--- config.mk ---
export PLATFORM = sky130hd
export DESIGN_NAME = axi_rd_arbiter
export DESIGN_NICKNAME = d
export VERILOG_FILES = /design/src/rtl/axi_pkg.sv /design/src/rtl/axi_rd_arbiter.sv
export SDC_FILE = /design/constraint.sdc
export NUM_CORES = 1
export LEC_CHECK = 0
export ABC_AREA = 1
export CORE_UTILIZATION = 35
export CTS_CLUSTER_SIZE = 28
export DETAILED_ROUTE_END_ITERATION = 6
export PLACE_DENSITY_LB_ADDON = 0.3
export SLEW_MARGIN = 20
export SYNTH_ARGS = -nofsm -noshare
export SYNTH_HDL_FRONTEND = slang
export SYNTH_SLANG_ARGS = --single-unit
--- constraint.sdc ---
create_clock -name aclk -period 1.91 [get_ports aclk]
set_input_delay 0.573 -clock aclk [delete_from_list [all_inputs] [get_ports aclk]]
set_output_delay 0.573 -clock aclk [all_outputs]
set_load 0.03 [all_outputs]
--- src/rtl/axi_pkg.sv ---
// Shared AXI read-arbiter definitions: FSM states, fixed AR attributes, default IDs.
package axi_pkg;

    typedef enum logic [2:0] {
        S_IDLE,
        S_AR_I,
        S_AR_D,
        S_R_I,
        S_R_D
    } state_t;

    localparam logic [1:0] AXI_BURST_INCR  = 2'b01;
    localparam logic [1:0] AXI_LOCK_NORMAL = 2'b00;
    localparam logic [3:0] AXI_CACHE_NONE  = 4'h0;
    localparam logic [2:0] AXI_PROT_NONE   = 3'h0;

    localparam logic [3:0] ID_I_DEFAULT = 4'h0;
    localparam logic [3:0] ID_D_DEFAULT = 4'h1;

endpackage

--- src/rtl/axi_rd_arbiter.sv ---
// Two-master (icache/dcache) AXI read arbiter, one outstanding burst, alternating
// priority on contention, sticky rd_err on any read-protocol violation.
module axi_rd_arbiter
    import axi_pkg::*;
#(
    parameter logic [3:0] ID_I = ID_I_DEFAULT,
    parameter logic [3:0] ID_D = ID_D_DEFAULT
) (
    input  logic        aclk,
    input  logic        aresetn,

    input  logic [31:0] i_araddr,
    input  logic [7:0]  i_arlen,
    input  logic [2:0]  i_arsize,
    input  logic        i_arvalid,
    output logic        i_arready,
    output logic [31:0] i_rdata,
    output logic        i_rlast,
    output logic        i_rvalid,
    input  logic        i_rready,

    input  logic [31:0] d_araddr,
    input  logic [7:0]  d_arlen,
    input  logic [2:0]  d_arsize,
    input  logic        d_arvalid,
    output logic        d_arready,
    output logic [31:0] d_rdata,
    output logic        d_rlast,
    output logic        d_rvalid,
    input  logic        d_rready,

    output logic [3:0]  arid,
    output logic [31:0] araddr,
    output logic [7:0]  arlen,
    output logic [2:0]  arsize,
    output logic [1:0]  arburst,
    output logic [1:0]  arlock,
    output logic [3:0]  arcache,
    output logic [2:0]  arprot,
    output logic        arvalid,
    input  logic        arready,

    input  logic [3:0]  rid,
    input  logic [31:0] rdata,
    input  logic [1:0]  rresp,
    input  logic        rlast,
    input  logic        rvalid,
    output logic        rready,

    output logic        rd_err
);

    state_t      state;
    logic        last_d;
    logic [31:0] addr_q;
    logic [7:0]  len_q;
    logic [2:0]  size_q;
    logic [3:0]  id_q;
    logic [8:0]  beat_cnt;
    logic        arvalid_q;
    logic        err_q;

    logic pick_d;
    logic beat;
    logic final_cnt;

    // On contention, D wins unless D was the most recent grant.
    assign pick_d    = d_arvalid && (!i_arvalid || !last_d);
    assign beat      = rvalid && rready;
    assign final_cnt = (beat_cnt == {1'b0, len_q});

    always_ff @(posedge aclk or negedge aresetn) begin
        if (!aresetn) begin
            state     <= S_IDLE;
            last_d    <= 1'b0;
            addr_q    <= '0;
            len_q     <= '0;
            size_q    <= '0;
            id_q      <= '0;
            beat_cnt  <= '0;
            arvalid_q <= 1'b0;
            err_q     <= 1'b0;
        end else begin
            case (state)
                S_IDLE: begin
                    if (i_arvalid || d_arvalid) begin
                        state     <= pick_d ? S_AR_D : S_AR_I;
                        last_d    <= pick_d;
                        addr_q    <= pick_d ? d_araddr : i_araddr;
                        len_q     <= pick_d ? d_arlen  : i_arlen;
                        size_q    <= pick_d ? d_arsize : i_arsize;
                        id_q      <= pick_d ? ID_D     : ID_I;
                        beat_cnt  <= '0;
                        arvalid_q <= 1'b1;
                    end
                end
                S_AR_I, S_AR_D: begin
                    if (arready) begin
                        arvalid_q <= 1'b0;
                        state     <= (state == S_AR_I) ? S_R_I : S_R_D;
                    end
                end
                S_R_I, S_R_D: begin
                    if (beat) begin
                        beat_cnt <= beat_cnt + 9'd1;
                        if (rid != id_q || rresp != 2'b00)
                            err_q <= 1'b1;
                        // Burst ends on rlast or on the expected final beat; both must coincide.
                        if (rlast || final_cnt) begin
                            state <= S_IDLE;
                            if (!(rlast && final_cnt))
                                err_q <= 1'b1;
                        end
                    end
                end
                default: state <= S_IDLE;
            endcase
        end
    end

    assign arid    = id_q;
    assign araddr  = addr_q;
    assign arlen   = len_q;
    assign arsize  = size_q;
    assign arburst = AXI_BURST_INCR;
    assign arlock  = AXI_LOCK_NORMAL;
    assign arcache = AXI_CACHE_NONE;
    assign arprot  = AXI_PROT_NONE;
    assign arvalid = arvalid_q;
    assign rd_err  = err_q;

    // Handshake signals pass through so ready/valid land in the same cycle as the AXI beat.
    assign i_arready = (state == S_AR_I) && arready;
    assign d_arready = (state == S_AR_D) && arready;

    assign i_rvalid = (state == S_R_I) && rvalid;
    assign d_rvalid = (state == S_R_D) && rvalid;
    assign i_rdata  = (state == S_R_I) ? rdata : '0;
    assign d_rdata  = (state == S_R_D) ? rdata : '0;
    assign i_rlast  = (state == S_R_I) && rlast;
    assign d_rlast  = (state == S_R_D) && rlast;

    always_comb begin
        rready = 1'b0;
        if (state == S_R_I)
            rready = i_rready;
        else if (state == S_R_D)
            rready = d_rready;
    end

endmodule

==> results.sh <==
export IMPL_status="complete, but fails checks"
export IMPL_violations="negative setup slack"
export IMPL_finish_instance_area_sq_um=6890
export IMPL_power_total_mw=9.19
export IMPL_final_max_slew_viol_count=0
export IMPL_postSynthAreaPerCell_sq_um=6.86
export IMPL_worstSetupEndpointType="output pin"
export IMPL_vias=4401
export IMPL_syn_inst=515
export IMPL_grt_max_degree=59
export IMPL_first_pass_iters=5
export IMPL_power_per_cell_area_nw_per_um2=1330
export IMPL_holdCritPathClass="in2async"
export IMPL_layout_drive_gt1_share_pct=25.7
export IMPL_htreeDepth=3
export IMPL_root_buffer="clkbuf_8"
export IMPL_cp_arrival_ns=1.56
export IMPL_nNetsFinal=923
export IMPL_fin_setup_tns_ns=-8.93
export IMPL_multi_input_area_sq_um=1910
export IMPL_cts_buffers=9
export IMPL_final_hold_violation_count=0
export IMPL_synth_area_leaders="dfrtp_1 (41%), nor2_1 (13%), o21ai_0 (12%)"
export IMPL_r2r_slack_ns=0.24
export IMPL_synth_largest_area_cell="dfrtp_1"
export IMPL_synth_seq_cells=58
export IMPL_min_period_ns=2.13
export IMPL_synth_warnings=0
export IMPL_grt_pass1_wl_mm=19.3
export IMPL_r2r_cells=11
export IMPL_irDropWorstVdd_uv=778
export IMPL_synth_yosys_seq_area_share_pct=41.1
export IMPL_totalWireLength_mm=13.6
export IMPL_critPathLaunch="state[1]"
export IMPL_rr_startpoint="state[1]"
export IMPL_cts_sinks=58
export IMPL_die_w_um=102
export IMPL_avgViaCountPerCell=4.75
export IMPL_antenna_found_initial=0
export IMPL_crit_end="d_rdata[4]"
export IMPL_synth_distinct_cells=31
export IMPL_top_level_ports=264
export IMPL_io_buffers=249
export IMPL_num_antenna_cells=0
export IMPL_overflow=0
export IMPL_core_area_sq_um=9770
export IMPL_grt_pass1_vias=4167
export IMPL_insertion_delay_ns=0.33
export IMPL_power_leakage_nw=3.31
export IMPL_clk_pin_slew_ns=0.07
export IMPL_remaining_drc_errors=0
export IMPL_max_clock_freq_ghz=0.469
export IMPL_yosysTopAreaCellShare_pct=41.1
export IMPL_areaGrowthSynthToFinish_pct=95.0
export IMPL_rsz0062_at_grt="yes"
export IMPL_wl_per_cell_um=14.7
export IMPL_path_max_fanout=20
export IMPL_drt_iter0_markers=156
export IMPL_cts_tree="yes"
export IMPL_start_util_pct=36.1
export IMPL_period_share_pct=112
export IMPL_layoutNonFillerInstCount=927
export IMPL_placed_area_sq_um=6190
export IMPL_ctsHoldBuffers=0
export IMPL_synth_cell_area_sq_um=3530
export IMPL_setup_viol=68
export IMPL_dp_cells=895
export IMPL_seq_area_sq_um=1450
export IMPL_grt_usage_pct=23.8
export IMPL_postRouteAntennaNets=0
export IMPL_gp_congestion=0.822
export IMPL_cap_violations=0
export IMPL_rows=36
export IMPL_rr_endpoint="beat_cnt[3]"
export IMPL_clock_skew_ns=0.0122
export IMPL_place_ws_ns=-0.163
export IMPL_cp_start_kind="flip-flop"
export IMPL_crit_required_ns=1.34
export IMPL_criticalPathCategory="reg2out"
export IMPL_setup_slack_ns=-0.224
export IMPL_fillers=786
export IMPL_dpl_hpwl_mm=9.56
export IMPL_cts_path_max_buffers=2
export IMPL_dieArea_sq_um=10500
export IMPL_die_height_um=102
## layout make-up
| type | count | area share [%] |
|---|---|---|
| clock inverters | 5 | 1.14 |
| clock buffers | 11 | 1.91 |
| flip-flops and latches | 58 | 21.1 |
| repair buffers | 288 | 42.0 |
| inverters | 66 | 3.71 |
| well taps | 133 | 2.42 |
| multi-input cells | 366 | 27.8 |
## routing by layer
metal	up-vias	wire, um	track usage, %
li1	2127	-	-
met1	2041	4890	24.4
met4	0	254	8.02
met2	209	7290	45.5
met5	-	0	0
met3	24	1200	7.11
## flip-flops by register name, summed over array words and instances, names as in the netlist
register  count
araddr       32
beat_cnt      9
arlen         8
arsize        3
state         3
arvalid       1
last_d        1
rd_err        1
## report_power, final
group	internal [mW]	switching, mW	leakage, nW
registers	1.76	0.321	0.718
logic	2.22	3.65	2.49
clock network	0.734	0.505	0.107
## worst min path at each step
stage | start | end | slack [ns] | depth (start not counted)
global route | aresetn | arlen[3] | 0.25 | 2
floorplan | aresetn | araddr[0] | 0.28 | 0
finish | aresetn | araddr[2] | 0.22 | 2
CTS | aresetn | araddr[2] | 0.23 | 2
global placement | rd_err | rd_err | 0.46 | 2
detailed placement | rd_err | rd_err | 0.46 | 2
## repair_timing
item,in CTS,in global routing
pin swaps,8,5
gates cloned,1,0
hold endpoints to repair,0,0
buffers inserted,12,3
setup endpoints to repair,117,71
resized for setup,105,73
## metrics by stage
step / hold WS [ns] / util [%]
after global routing: 0.253 / 70.5
final: 0.222 / 70.5
after detailed placement: 0.460 / 63.3
after global placement: 0.456 / 63.3
after CTS: 0.233 / 67.7
after floorplan: 0.277 / -
## worst max-delay path, cell delays in order (launching register included)
cell and delay [ns]:
dfrtp_1 0.42, inv_2 0.10, nand2_4 0.06, nor2_4 0.12, inv_4 0.06, buf_12 0.16, nor2_1 0.13, buf_4 0.18
## cells in the final DEF (no fill, tap or decap), types with 13 or more instances in the layout
| cell type | n |
|---|---|
| nor2_2 | 35 |
| dfrtp_1 | 58 |
| buf_4 | 48 |
| nor2_4 | 17 |
| conb_1 | 14 |
| dlygate4sd2_1 | 49 |
| nand3_1 | 15 |
| nor2_1 | 70 |
| clkdlybuf4s50_1 | 127 |
| o21ai_0 | 86 |
| buf_6 | 49 |
| buf_12 | 13 |
| inv_1 | 55 |
| nand2_1 | 88 |
## synthesized netlist by cell type (all sizes together)
library cell,number
a21oi,5
buf,23
clkbuf,15
conb,2
dfrtp,58
ha,1
inv,66
nand2,92
nand3,17
nand3b,1
nand4,2
nor2,122
nor3,4
o21ai,96
o22ai,6
or2,1
xor2,4
## cells by family after synthesis
logic type	Yosys count	synth area share (%)
AO/OA/AOI/OAI	107	16.7
XOR/XNOR	4	0.992
adder cells (fa/ha/maj)	1	0.354
buffers and inverters	104	13.1
flip-flops	58	41.1
other	2	0.213
AND/OR/NAND/NOR	239	27.5
Power figures use the tool's default switching activity.
